$ cat src/rtl/cache_ctrl_pkg.sv
// Shared types for the write-back cache controller: FSM state encoding,
// the registered control-output bundle and its per-state decode.
package cache_ctrl_pkg;

   typedef enum logic [3:0] {
      IDLE,
      LOOKUP,
      WB_REQ,
      WB_WAIT,
      FILL_REQ,
      FILL_WAIT,
      FILL_WR,
      WR_CPU,
      MW_REQ,
      MW_WAIT,
      DONE
   } cc_state_t;

   // Control outputs driven toward the arrays, datapath muxes and memory.
   typedef struct packed {
      logic dready;
      logic w;
      logic wtag;
      logic set_dirty;
      logic mstrobe;
      logic mrw;
      logic maddr_sel;
      logic wsel;
      logic rsel;
   } cc_out_t;

   // Per-state control decode; wtag depends on the word index and is added by the caller.
   function automatic cc_out_t cc_decode(input cc_state_t s);
      cc_out_t o;
      o = '0;
      case (s)
         WB_REQ: begin
            o.mstrobe   = 1'b1;
            o.mrw       = 1'b1;
            o.maddr_sel = 1'b1;
         end
         WB_WAIT: begin
            o.mrw       = 1'b1;
            o.maddr_sel = 1'b1;
         end
         FILL_REQ:  o.mstrobe = 1'b1;
         FILL_WR: begin
            o.w    = 1'b1;
            o.wsel = 1'b1;
         end
         WR_CPU: begin
            o.w         = 1'b1;
            o.set_dirty = 1'b1;
         end
         MW_REQ: begin
            o.mstrobe = 1'b1;
            o.mrw     = 1'b1;
            o.rsel    = 1'b1;
         end
         MW_WAIT: begin
            o.mrw  = 1'b1;
            o.rsel = 1'b1;
         end
         DONE:      o.dready = 1'b1;
         default:   o = '0;
      endcase
      return o;
   endfunction

   // States in which the line word index is presented on WordIdx.
   function automatic logic cc_uses_widx(input cc_state_t s);
      return (s == WB_REQ) || (s == WB_WAIT) || (s == FILL_REQ) ||
             (s == FILL_WAIT) || (s == FILL_WR);
   endfunction

endpackage

$ cat src/rtl/cc_wait_counter.sv
// Loadable down-counter timing memory wait states.
// Ports: clk, reset (async active-low), load/load_val (preset), en (count down),
// done (registered; high during the last wait cycle of a loaded interval).
module cc_wait_counter #(
   parameter int unsigned CTR_W = 8
) (
   input  logic             clk,
   input  logic             reset,
   input  logic             load,
   input  logic             en,
   input  logic [CTR_W-1:0] load_val,
   output logic             done
);

   logic [CTR_W-1:0] count;

   // done tracks "count <= 1" so the FSM leaves a wait state after exactly load_val cycles.
   always_ff @(posedge clk or negedge reset) begin
      if (!reset) begin
         count <= '0;
         done  <= 1'b0;
      end else if (load) begin
         count <= load_val;
         done  <= (load_val <= CTR_W'(1));
      end else if (en && (count != '0)) begin
         count <= count - CTR_W'(1);
         done  <= (count <= CTR_W'(2));
      end
   end

endmodule

$ cat src/rtl/cache_ctrl_wb.sv
// Write-back cache controller FSM with multi-word refill, dirty write-back,
// optional write-allocate and parametrised memory wait states.
// Ports: clk, reset (async active-low); CPU request Strobe/DRW; lookup status M/V/D;
// registered Moore controls DReady, W, WTag, SetDirty, MStrobe, MRW, MAddrSel,
// WSel, RSel and the transfer word index WordIdx.
module cache_ctrl_wb
   import cache_ctrl_pkg::*;
#(
   parameter  int unsigned WAIT_CYCLES = 4,
   parameter  int unsigned LINE_WORDS  = 4,
   parameter  int unsigned WRITE_ALLOC = 1,
   parameter  int unsigned CTR_W       = 8,
   localparam int unsigned WIDX_W      = (LINE_WORDS > 1) ? $clog2(LINE_WORDS) : 1
) (
   input  logic              clk,
   input  logic              reset,
   input  logic              Strobe,
   input  logic              DRW,
   input  logic              M,
   input  logic              V,
   input  logic              D,
   output logic              DReady,
   output logic              W,
   output logic              WTag,
   output logic              SetDirty,
   output logic              MStrobe,
   output logic              MRW,
   output logic              MAddrSel,
   output logic              WSel,
   output logic              RSel,
   output logic [WIDX_W-1:0] WordIdx
);

   localparam logic [WIDX_W-1:0] LAST_IDX = WIDX_W'(LINE_WORDS - 1);

   cc_state_t         state, state_n;
   logic [WIDX_W-1:0] widx, widx_n;
   logic              drw_q, drw_n;
   cc_out_t           out_q, out_n;
   logic [WIDX_W-1:0] widx_out_q, widx_out_n;
   logic              is_last;
   logic              ctr_load, ctr_en, ctr_done;

   assign is_last  = (widx == LAST_IDX);
   assign ctr_load = (state == WB_REQ) || (state == FILL_REQ) || (state == MW_REQ);
   assign ctr_en   = (state == WB_WAIT) || (state == FILL_WAIT) || (state == MW_WAIT);

   // Memory wait-state timer.
   cc_wait_counter #(
      .CTR_W(CTR_W)
   ) u_wait (
      .clk      (clk),
      .reset    (reset),
      .load     (ctr_load),
      .en       (ctr_en),
      .load_val (CTR_W'(WAIT_CYCLES)),
      .done     (ctr_done)
   );

   // State, word index, latched direction and registered outputs.
   always_ff @(posedge clk or negedge reset) begin
      if (!reset) begin
         state      <= IDLE;
         widx       <= '0;
         drw_q      <= 1'b0;
         out_q      <= '0;
         widx_out_q <= '0;
      end else begin
         state      <= state_n;
         widx       <= widx_n;
         drw_q      <= drw_n;
         out_q      <= out_n;
         widx_out_q <= widx_out_n;
      end
   end

   // Next state, word index and request direction.
   always_comb begin
      state_n = state;
      widx_n  = widx;
      drw_n   = drw_q;
      case (state)
         IDLE: begin
            if (Strobe) begin
               state_n = LOOKUP;
               drw_n   = DRW;
            end
         end
         LOOKUP: begin
            widx_n = '0;
            if (M && V)                            state_n = drw_q ? WR_CPU : DONE;
            else if (drw_q && (WRITE_ALLOC == 0))  state_n = MW_REQ;
            else if (V && D)                       state_n = WB_REQ;
            else                                   state_n = FILL_REQ;
         end
         WB_REQ:    state_n = WB_WAIT;
         WB_WAIT: begin
            if (ctr_done) begin
               if (is_last) begin
                  widx_n  = '0;
                  state_n = FILL_REQ;
               end else begin
                  widx_n  = widx + WIDX_W'(1);
                  state_n = WB_REQ;
               end
            end
         end
         FILL_REQ:  state_n = FILL_WAIT;
         FILL_WAIT: if (ctr_done) state_n = FILL_WR;
         FILL_WR: begin
            if (is_last) begin
               widx_n  = '0;
               state_n = drw_q ? WR_CPU : DONE;
            end else begin
               widx_n  = widx + WIDX_W'(1);
               state_n = FILL_REQ;
            end
         end
         WR_CPU:    state_n = DONE;
         MW_REQ:    state_n = MW_WAIT;
         MW_WAIT:   if (ctr_done) state_n = DONE;
         DONE:      state_n = IDLE;
         default:   state_n = IDLE;
      endcase
   end

   // Outputs are decoded from the next state so the registered copy equals decode(state).
   always_comb begin
      out_n      = cc_decode(state_n);
      out_n.wtag = (state_n == FILL_WR) && (widx_n == LAST_IDX);
      widx_out_n = cc_uses_widx(state_n) ? widx_n : '0;
   end

   assign DReady   = out_q.dready;
   assign W        = out_q.w;
   assign WTag     = out_q.wtag;
   assign SetDirty = out_q.set_dirty;
   assign MStrobe  = out_q.mstrobe;
   assign MRW      = out_q.mrw;
   assign MAddrSel = out_q.maddr_sel;
   assign WSel     = out_q.wsel;
   assign RSel     = out_q.rsel;
   assign WordIdx  = widx_out_q;

endmodule

$ cat config.mk
export PLATFORM = sky130hd
export DESIGN_NAME = cache_ctrl_wb
export DESIGN_NICKNAME = d
export VERILOG_FILES = /design/src/rtl/cache_ctrl_pkg.sv /design/src/rtl/cc_wait_counter.sv /design/src/rtl/cache_ctrl_wb.sv
export SDC_FILE = /design/constraint.sdc
export NUM_CORES = 1
export LEC_CHECK = 0
export ABC_CLOCK_PERIOD_IN_PS = 2750
export BUFFER_PORTS_ARGS = -buffer_cell sky130_fd_sc_hd__buf_4
export CAP_MARGIN = 10
export CORE_ASPECT_RATIO = 0.7
export CORE_UTILIZATION = 30
export DETAILED_ROUTE_END_ITERATION = 6
export GPL_TIMING_DRIVEN = 1
export PLACE_DENSITY = 0.5
export SLEW_MARGIN = 5
export SYNTH_ARGS = -nofsm -noshare
export SYNTH_HDL_FRONTEND = slang
export SYNTH_SLANG_ARGS = --single-unit
$ cat constraint.sdc
create_clock -name clk -period 2.75 [get_ports clk]
set_input_delay 0.275 -clock clk [delete_from_list [all_inputs] [get_ports clk]]
set_output_delay 0.275 -clock clk [all_outputs]
set_load 0.01 [all_outputs]
# --- Yosys cells after proc, flatten, opt, wreduce, memory -nomap -nowiden ---
# Cells that the tools add are included.
totals:
  out_inout_bits: 11
  mem_bits_ro: 0
  ram_bits: 0
  word_cells: 85
  mem_count: 0
  input_bits: 7
  ff_bits: 27
  latch_bits: 0
op_classes:
  magnitude_cmp: 1
  n_eq_ne: 20
  n_shift: 0
  bitwise: 0
  addsub: 2
  mux: 26
  div_mod_pow: 0
  reduce_logical: 21
  mul: 0
op_table:
  columns: ["op", "n"]
  rows:
  - ["4-bit one-hot mux with 10 select lines", 1]
  - ["4-bit by 3-bit equality test with 1-bit output, second input constant", 8]
  - ["4-bit two-way mux", 7]
  - ["4-bit equality test, second input constant", 5]
  - ["4-bit by 2-bit equality test with 1-bit output, second input constant", 4]
  - ["8-bit two-way mux", 2]
  - ["1-bit two-way mux", 10]
  - ["8-bit by 2-bit less-or-equal comparator with 1-bit output, second input constant", 1]
  - ["1-bit logical OR", 8]
  - ["8-bit nonzero test", 1]
  - ["8-bit by 1-bit subtractor with 8-bit output, second input constant", 1]
  - ["2-bit two-way mux", 3]
  - ["3-bit two-way mux", 2]
  - ["2-bit one-hot mux with 3 select lines", 1]
  - ["2-bit OR reduction", 3]
  - ["2-bit equality test, second input constant", 2]
  - ["4-bit by 1-bit equality test with 1-bit output, second input constant", 1]
  - ["1-bit logical AND", 4]
  - ["4-bit logical NOT", 1]
  - ["4-bit OR reduction", 1]
  - ["3-bit OR reduction", 1]
  - ["2-bit by 1-bit adder with 2-bit output, second input constant", 1]
  - ["2-bit AND reduction", 1]
  - ["2-bit nonzero test", 1]

# --- Longest topological paths before layout ---
# Gate-level depths: netlist (run 1).
depth:
  depth_word: 10
  depth_mapped: 7
  depth_no_buf: 7

# --- Hierarchy ---
# From an unflattened synthesis (run 1), not the netlist that was laid out.
unflattened:
  hier_cells: 168
  hier_area_um2: 1601.5
by_module_without_submodules:
  columns: ["module", "area_each_um2", "cells_each", "seq_area_each_um2", "instances"]
  rows:
  - ["cache_ctrl_wb", 1012.2, 104, 450.4, 1]
  - ["cc_wait_counter", 589.3, 64, 225.2, 1]

# --- Worst setup path after synthesis (run 1) ---
# OpenSTA, ideal clock, no wires.
synth_timing:
  kind: "flip-flop to flip-flop"
  startpoint: "reg u_wait.count[5]"
  endpoint: "reg u_wait.count[2]"
  n_path_buf: 0
  arrival_ps: 1725
  setup_slack_ps: 894
  setup_time_ps: 131
  path_stages_with_launch: 6
  period_less_slack_ps: 1856
  required_ps: 2619
  cell_sequence: "dfrtp_1 or4_4 nor4b_4 nor2_2 a211oi_1 a31oi_1"
synth_between:
  elab_chain_cells: 3
synth_lines:
  columns: ["item", "line_no", "text"]
  rows:
  - ["from (decl)", "cc_wait_counter.sv:15", "logic [CTR_W-1:0] count;"]
  - ["from (signal assigned)", "cc_wait_counter.sv:23", "count <= load_val;"]
  - ["from (signal assigned)", "cc_wait_counter.sv:26", "count <= count - CTR_W'(1);"]
  - ["8-bit nonzero test", "cc_wait_counter.sv:25", "end else if (en && (count != '0)) begin"]
  - ["1-bit logical AND", "cc_wait_counter.sv:25", null]
  - ["2-bit nonzero test (no line)", null, null]
# Every way passes these cells.
# A chain may end at the register's enable or synchronous reset.

==> metrics.txt, run 1 <==
status=finished, final reports clean; Final Hold Fails=0; CP Capture Type=register; crit path max fanout=12; antenna-violating nets left=0; Nets=169; yosys warns=0; cell area after synthesis=roughly 0.0014 mm^2; die height=59.9 um; Diodes inserted=0; Place WS=0.601 ns; non-filler cells, final=between 200 and 250; area delta synth->final=16.4%; minimum clock period=roughly 2.2 ns; area leader, netlist=dfrtp_1; met2 wire len=roughly 1.2 mm; Worst Hold End=drw_q; H-Tree Depth=1; layout cells sized above 1=0.205; iteration count of the initial detailed-routing pass=4; CP startpoint kind=register; clk buf depth=2; routability cong.=0.803; final worst-path cycle share=0.783; # clock sinks=27; top layer in use=met4; first-pass GRT wire length=about 5.3 mm; Initial DRC Count=33; via count=~1100; worst rel slew slack=0.539; Via density=5.00; CP Class=register to register; syn nets=150; Fmax=between 400 and 500 MHz; area share of the largest cell type after synthesis=0.470; PortBufs=17; Synth cell types=48; measured slew at the worst slew-check pin=between 0.6 and 0.7 ns; max-slew violation count=0; Max Cap Violations=0; Reg2Reg Setup Slack=just under 0.6 ns; R2R depth=6; IO Pins=18; Remaining DRCs=0; Clk Tree Root Cell=clkbuf_8; Setup TNS=0 ns; TritonCTS buffer count=3; reg2reg start=state[0]; WL per Instance=14.5 um; P per Cell Area=1120 mW/mm^2; count of final setup violators=0; DIE AREA=around 0.0051 mm^2; worst hold slack=around 0.21 ns; Critical Path RT=about 3 ns; RSZ-0062 raised after global routing=false; #FFs+latches synth=27; Post-Syn Instances=~140; post-route setup slack=approximately 0.6 ns; worst r2r dst=MRW; clock transition at the registers of the reported paths=0.09 ns; worst hold stages=3; Syn Area/Cell=about 10 um^2; initial antenna violation count=0; Worst Hold Class=input pin to register; TritonCTS clock tree=built; largest net degree at the start of global routing=28; maximum VDD drop=between 0.4 and 0.5 mV; Final Skew=~0.0019 ns; number of cells after detailed placement=206; gr usage total=0.137; DRT Wirelength=between 3 and 4 mm; LEAKAGE=roughly 0.75 nW; hpwl dp=2.29 mm; Final Power=around 1.9 mW; post-synthesis sequential area ratio=0.470; vias in the first global route=between 1000 and 1500; met1 wire length=about 1.7 mm; Die W=84.7 um; CP Data Arrival Time=between 2 and 2.5 ns; synth top area cells=dfrtp_1, ha_1, xnor2_1, nor2_1, nand2b_1; WL met3=130 um; Starting Density=0.321; CORE AREA=between 0.004 and 0.005 mm^2; Clock Latency Late Sink=about 0.27 ns; Rows=20; total grt overflow=0; Hold Startpoint=DRW
sequential cells by signal, summed over array words and instances, names as in the netlist, 2 cells and up:
register and cells:
u_wait.count 8, widx 2, state 4, WordIdx 2
routing by layer:
| layer | up-vias | track usage |
|---|---|---|
| met4 | 0 | 0.0218 |
| met5 | - | 0 |
| li1 | 533 | - |
| met1 | 500 | 0.199 |
| met3 | 2 | 0.0401 |
| met2 | 21 | 0.207 |
placed cells by master (no fill, tap or decap), types with 2 or more instances in the layout:
| cell type | count |
|---|---|
| inv_2 | 2 |
| o21ai_0 | 5 |
| nand2_1 | 5 |
| or3_1 | 3 |
| nor4_1 | 3 |
| o211ai_1 | 2 |
| xnor2_1 | 6 |
| and3_1 | 3 |
| a22o_1 | 2 |
| o21a_1 | 2 |
| buf_4 | 17 |
| ha_1 | 5 |
| a31oi_1 | 3 |
| dfrtp_1 | 27 |
| or2_1 | 2 |
| nor2b_1 | 3 |
| nor2_1 | 10 |
| nand2b_1 | 5 |
| nor3_1 | 4 |
| a211oi_1 | 2 |
| and2_1 | 4 |
| clkbuf_8 | 3 |
| a21oi_1 | 4 |
| inv_1 | 7 |
| nor3b_1 | 2 |
per-stage QoR:
step,area (um^2),utilization
3_3_place_gp,1620,0.361
5_1_grt,1670,0.374
6_report,1670,0.374
3_5_place_dp,1620,0.361
2_1_floorplan,1440,-
4_1_cts,1670,0.374
layout make-up:
type                       count  area [um^2]
fill                         448         2810
multi-input combinational     98          709
sequential                    27          676
timing repair buffer          18          138
tap                           55         68.8
clock buffer                   3         41.3
inverter                       9         33.8
clock inverter                 1         7.51
worst max path at each step:
stage	startpoint	to	slack [ns]	depth (start not counted)
floorplan	u_wait.count[5]	u_wait.count[2]	0.89	5
global placement	state[0]	MRW	0.65	6
detailed placement	state[0]	MRW	0.60	6
CTS	state[0]	WTag	0.58	6
global route	state[0]	MRW	0.40	6
finish	state[0]	MRW	0.60	6
cells by family after synthesis:
group	Yosys count	synth area share
AOI/OAI and AO/OA	31	0.158
DFF	27	0.470
buffers and inverters	13	0.0366
and+or+nand+nor	55	0.249
xor gates and xnor gates	7	0.0426
adders and majority gates	5	0.0435
power breakdown:
| group | total, mW | switching [mW] | internal (mW) |
|---|---|---|---|
| sequential | 0.721 | 0.178 | 0.543 |
| clock | 0.232 | 0.129 | 0.103 |
| combinational | 0.918 | 0.514 | 0.404 |
| total | 1.87 | 0.820 | 1.05 |
synth_stat cells (all sizes together):
cell type	number
a21boi	1
nand3	2
o22ai	1
xor2	1
or2	3
inv	9
a21o	1
o211ai	2
and2	4
nand2b	5
a21bo	1
o21ai	6
nor4b	3
nor2	11
a22o	2
or3	3
a311o	1
a211oi	2
xnor2	6
nand2	5
nor4	3
o21a	2
o31ai	1
a221oi	1
nor3	4
and3	3
o32ai	1
a2111oi	1
dfrtp	27
o2111ai	1
a31oi	3
or4	2
nor4bb	1
buf	4
nor2b	3
nor3b	3
a21oi	4
ha	5
timing repair:
item / 4_1_cts / 5_1_grt
setup buffers: 0 / 0
hold buffers: 1 / 0
resized for setup: 0 / 0
hold endpoints to repair: 27 / 0
worst max-delay path, stage by stage (launching register included):
cell	delay [ns]
dfrtp_1	0.58
nor2b_1	0.38
nor3_1	0.12
a221oi_2	0.45
or3_1	0.24
inv_2	0.06
or2_1	0.22
(Power assumes the default switching activity.)
==> run 2, diff against run 1 <==
Settings changed: ABC_AREA set to 1, ABC_CLOCK_PERIOD_IN_PS 2750 to 1900, PLACE_DENSITY 0.5 to 0.51.
Clock period 2.75 ns to 1.9 ns, I/O delays scaled along.
==> run 2 against run 1 <==
Synthesized cell count is 44% higher. Setup slack worse by 0.42 ns. Critical path depth is 2 higher. Critical path type unchanged. Critical endpoint unchanged.
==> metrics.txt, run 2 <==
ys flop type=dfrtp_1; clock transition at the registers of the reported paths=~0.090 ns; hpwl dp=roughly 2.5 mm; Starting Density=0.318; antenna-violating nets left=0; worst r2r dst=MRW; P per Cell Area=about 1600 mW/mm^2; DRT Wirelength=between 3 and 4 mm; iteration count of the initial detailed-routing pass=4; maximum VDD drop=between 0.5 and 0.6 mV; Final Hold Fails=0; cell area after synthesis=around 0.0016 mm^2; # Post-CTS Setup Buffers=0; final worst-path cycle share=0.907; post-synthesis sequential area ratio=0.435; Fmax=roughly 580 MHz; Post-CTS Resized=0; Async SR Flop Fraction=1.00; commonest cells in the netlist=nand2_1, dfrtp_1, inv_1, nor2_1, nand3_1; CP Capture Type=register; gr usage total=0.136; Initial DRC Count=75; syn nets=211; CP Class=register to register; vias in the first global route=1221; die height=62.2 um; minimum clock period=~1.7 ns; number of flip-flops in the largest register=8; Worst Hold Class=input pin to register; yosys warns=0; Nets=~230; initial antenna violation count=0; Worst Hold End=drw_q; commonest non-fill, non-tap cells in the layout=nand2_1, dfrtp_1, inv_1, nor2_1, buf_4; Synth cell types=28; DIE AREA=0.00548 mm^2; post-route setup slack=about 0.18 ns; clk buf depth=2; Filler Cell Count=about 530; Syn Area/Cell=7.81 um^2; Remaining DRCs=0; Hold Startpoint=DRW; grt met3 use=0.0412; CORE AREA=between 0.004 and 0.005 mm^2; Hold Buf Count CTS=1; Reg2Reg Setup Slack=0.18 ns; most frequent cell after synthesis=nand2_1; area leader, netlist=dfrtp_1; Rows=21; largest net degree at the start of global routing=28; CP startpoint kind=register; number of synthesized flops with an enable pin=0; Die W=around 90 um; Worst Setup SP=state[3]; Reg area=roughly 680 um^2; M2 GR Usage=0.187; max-slew violation count=0; WL per Instance=between 10 and 15 um; worst hold stages=3; LEAKAGE=around 0.93 nW; count of final setup violators=0; R2R depth=8; via count=approximately 1300; Final Skew=approximately 0.0037 ns; Clock Latency Late Sink=between 0.2 and 0.3 ns; Top Usage Layer GRT=met1; Clk Tree Root Cell=clkbuf_8; Max Cap Violations=0; Setup TNS=0 ns; first-pass GRT wire length=between 5 and 6 mm; Critical Path RT=around 2.1 ns; worst rel slew slack=0.771; Largest regs=u_wait.count x8, state x4; reg2reg start=state[3]; crit path max fanout=4; Largest Register=u_wait.count; area share of the largest cell type after synthesis=0.435; area delta synth->final=16.8%; commonest non-fill, non-tap cell in the layout=nand2_1; routability cong.=0.911; TritonCTS buffer count=3; status=finished, final reports clean; Via density=4.43; H-Tree Depth=1; synth top area cells=dfrtp_1, nand2_1, inv_1, nor2_1, nand3_1; layout cells sized above 1=0.195; M1 GR Usage=0.210; #FFs+latches synth=27; total grt overflow=0; Post-Syn Instances=~200; IO Pins=18; # clock sinks=27; Diodes inserted=0; PortBufs=17; Multi-input gate area=approximately 750 um^2; Place WS=0.209 ns; measured slew at the worst slew-check pin=~0.34 ns; TritonCTS clock tree=built; RSZ-0062 raised after global routing=false; CP Data Arrival Time=roughly 1.9 ns
[run 2: worst max path at each step]
stage	to	slack, ns
final	MRW	0.18
after global routing	MRW	0.03
after CTS	MRW	0.17
after detailed placement	MRW	0.21
after global placement	MRW	0.20
after floorplan	u_wait.count[2]	0.43
[run 2: logic make-up (layout without fill, tap and decap cells)]
kind of cell             after synthesis  in the layout  share of synthesized area
AO/OA/AOI/OAI                         23             23                     0.0902
XOR/XNOR                               2              2                     0.0113
AND/OR/NAND/NOR                      110            110                      0.341
buffers and inverters                 32             53                     0.0829
flip-flops                            27             27                      0.435
adder cells (fa/ha/maj)                5              5                     0.0403
[run 2: worst max-delay path, stage by stage, from the launching register on]
cell	delay (ns)
dfrtp_1	0.43
inv_2	0.07
nand2_1	0.12
nor2_1	0.32
nand3_1	0.13
nand3_1	0.19
nor2_1	0.10
nand2_1	0.12
o21ai_0	0.12
[run 2: per-layer routing]
metal	vias to the layer above	routed length (um)
li1	675	-
met1	568	1840
met5	-	0
met2	34	1190
met3	2	221
met4	0	14
[run 2: where the power goes]
group	internal (mW)	switching, mW	leakage, nW
Combinational	0.583	1.14	0.553
Clock	0.147	0.177	0.0255
Sequential	0.785	0.153	0.355
[run 2: per-stage QoR]
| stage | power [mW] | cell area [um^2] | std cells | utilization | hold WS, ns |
|---|---|---|---|---|---|
| after floorplan | 2.27 | 1550 | 199 | - | -0.106 |
| after detailed placement | 2.66 | 1760 | 284 | 0.360 | 0.129 |
| after global placement | 2.69 | 1760 | 284 | 0.360 | 0.131 |
| final | 2.98 | 1820 | 289 | 0.371 | 0.170 |
| after CTS | 3.01 | 1820 | 289 | 0.371 | 0.162 |
| after global routing | 3.32 | 1820 | 289 | 0.371 | 0.194 |
[run 2: cell type report]
class                   instances  area share
well taps                      69      0.0476
repair buffers                 19      0.0799
flip-flops and latches         27       0.372
clock buffers                   3      0.0227
clock inverters                 1     0.00276
multi-input cells             140       0.413
inverters                      30      0.0620
==> run 3, diff against run 2 <==
Settings changed: ABC_CLOCK_PERIOD_IN_PS 1900 to 1550, CAP_MARGIN 10 to 20.
Clock period 1.9 ns to 1.55 ns, I/O delays scaled along.
==> run 3 against run 2 <==
Die area did not move. Utilization rose by 11 points. Combinational power rose by 120%. Sequential share of layout area fell by 8.3 points. Final area rose by 30%. Global-route usage rose by 1.4 points. Cell count rose by 11%. Via count rose by 14%. Critical path depth rose by 1. Clock power rose by 30%. Largest power group unchanged.
==> metrics.txt, run 3 (synthesized netlist as in run 2, its figures left out) <==
Starting Density=0.318; layout cells sized above 1=0.502; initial antenna violation count=0; commonest non-fill, non-tap cell in the layout=buf_4; max-slew violation count=0; Final Hold Fails=0; LEAKAGE=around 1.2 nW; final worst-path cycle share=0.995; Nets=roughly 260; Clock Latency Late Sink=0.28 ns; TritonCTS buffer count=3; Sw Pwr=roughly 2.6 mW; Largest regs=u_wait.count x8, state x4; Clk Tree Root Cell=clkbuf_8; RSZ-0062 raised after global routing=true; Worst Setup SP=state[2]; sequential share of power=0.233; Largest Register=u_wait.count; CP Data Arrival Time=1.76 ns; status=finished, final reports clean; area delta synth->final=51.9%; placement-stage cell area=0.00190 mm^2; number of flip-flops in the largest register=8; worst rel slew slack=0.767; largest net degree at the start of global routing=28; Reg2Reg Setup Slack=0.007 ns; routability cong.=between 0.9 and 1; CP Class=register to register; vias in the first global route=about 1300; hpwl dp=2.82 mm; post-route setup slack=~0.0071 ns; WP depth=9; count of final setup violators=0; via count=between 1000 and 1500; WL per Instance=around 13 um; Rows=21; minimum clock period=roughly 1.5 ns; crit path max fanout=6; Buf/Inv on CP=2; Max Cap Violations=0; CORE AREA=slightly below 0.005 mm^2; Combinational Power Share=0.689; clock transition at the registers of the reported paths=0.10 ns; IO Pins=18; Worst Hold Class=input pin to register; total grt overflow=0; first-pass GRT wire length=~6.3 mm; gr usage total=0.150; delay-heaviest family, CP=simple AND/OR/NAND/NOR gates; CP Capture Type=register; Via density=around 4.6; Internal=approximately 2.8 mW; Clock power frac=0.078; TritonCTS clock tree=built; Setup crit end=WordIdx[1]; H-Tree Depth=1; # clock sinks=27; PortBufs=17; antenna-violating nets left=0; Filler Cell Count=480; critical-path cell list=clkinv_4 -> nand2_4 -> nor2_4 -> buf_4 -> a21oi_4 -> nand3_4 -> nand2_2 -> nand2_2 -> a21oi_2; Critical Path RT=around 1.8 ns; CP startpoint kind=register; commonest non-fill, non-tap cells in the layout=buf_4, nand2_1, dfrtp_1, inv_1, nor2_1; Place WS=-0.0642 ns; switch share=0.483; Final Skew=between 0.002 and 0.003 ns; R2R depth=9; Initial DRC Count=roughly 140; iteration count of the initial detailed-routing pass=5; Diodes inserted=0; clk buf depth=2; Worst path slowest cell=dfrtp_2; Crit path top cell by count=nand2_2; Remaining DRCs=0; DRT Wirelength=approximately 4.3 mm; maximum VDD drop=roughly 0.8 mV; DIE AREA=between 0.005 and 0.006 mm^2; measured slew at the worst slew-check pin=0.350 ns; worst r2r dst=WordIdx[1]; reg2reg start=state[2]; Final Instance Area=approximately 0.0024 mm^2; die height=62.2 um; P per Cell Area=approximately 2300 mW/mm^2; slowest stage delay, CP=0.46 ns; Die W=just under 90 um; Fmax=roughly 650 MHz
[run 3: cell count changes in the layout (fill, tap and decap cells not counted), moves of 6 or more]
cell / previous run / this run
buf_4: 18 / 45
nand2_1: 48 / 30
nand2_2: 4 / 13
nand2_4: 1 / 9
nand3_1: 16 / 9
nand3_2: 0 / 6
nor2_1: 26 / 17
nor2_4: 3 / 11
[run 3: worst min-delay path by stage]
stage	startpoint	to	slack, ns	cells after the start
after floorplan	reset	DReady	-0.14	0
after global placement	reset	drw_q	0.09	1
after detailed placement	reset	drw_q	0.09	1
after CTS	DRW	drw_q	0.12	3
after global routing	DRW	drw_q	0.18	3
final	DRW	drw_q	0.13	3
[run 3: power by group through the flow]
stage | registers [mW] | logic, mW | clock network, mW
floorplan | 1.16 | 1.61 | 0
global placement | 1.18 | 2.55 | 0
detailed placement | 1.18 | 2.53 | 0
CTS | 1.17 | 2.65 | 0.432
global route | 1.30 | 4.11 | 0.463
finish | 1.27 | 3.74 | 0.422
[run 3: cell type report]
class / count / area (um^2) / area share
Timing Repair Buffer: 50 / 402 / 0.170
Clock buffer: 3 / 41.3 / 0.0175
Multi-Input combinational cell: 140 / 1020 / 0.432
Inverter: 30 / 123 / 0.0519
Sequential cell: 27 / 682 / 0.289
Clock inverter: 1 / 7.51 / 0.00318
Tap cell: 69 / 86.3 / 0.0366
[run 3: per-stage QoR]
stage	hold WS [ns]	std cells	setup TNS [ns]	utilization	total power [mW]
floorplan	-0.141	199	0	-	2.78
global placement	0.0945	303	-0.258	0.389	3.73
detailed placement	0.0934	303	-0.141	0.389	3.71
CTS	0.124	309	-0.00161	0.409	4.25
global route	0.184	320	-0.690	0.483	5.87
finish	0.126	320	0	0.483	5.43
[run 3: worst reg2reg max path, cell delays in order (launching register included)]
cell and delay (ns):
dfrtp_2 0.46, clkinv_4 0.12, nand2_4 0.11, nor2_4 0.05, buf_4 0.13, a21oi_4 0.17, nand3_4 0.14, nand2_2 0.10
nand2_2 0.07, a21oi_2 0.13
[run 3: repair_timing]
item	CTS	global route
setup endpoints to repair	9	19
hold endpoints to repair	27	0
hold buffers	1	0
gates resized for setup	9	76
pin swaps	0	16
buffers inserted	1	11
[run 3: per-layer routing]
layer / global-route usage / part of all wire
met5: 0 / 0
met4: 0.0242 / 0.0033
met3: 0.0359 / 0.049
met2: 0.200 / 0.44
met1: 0.244 / 0.51
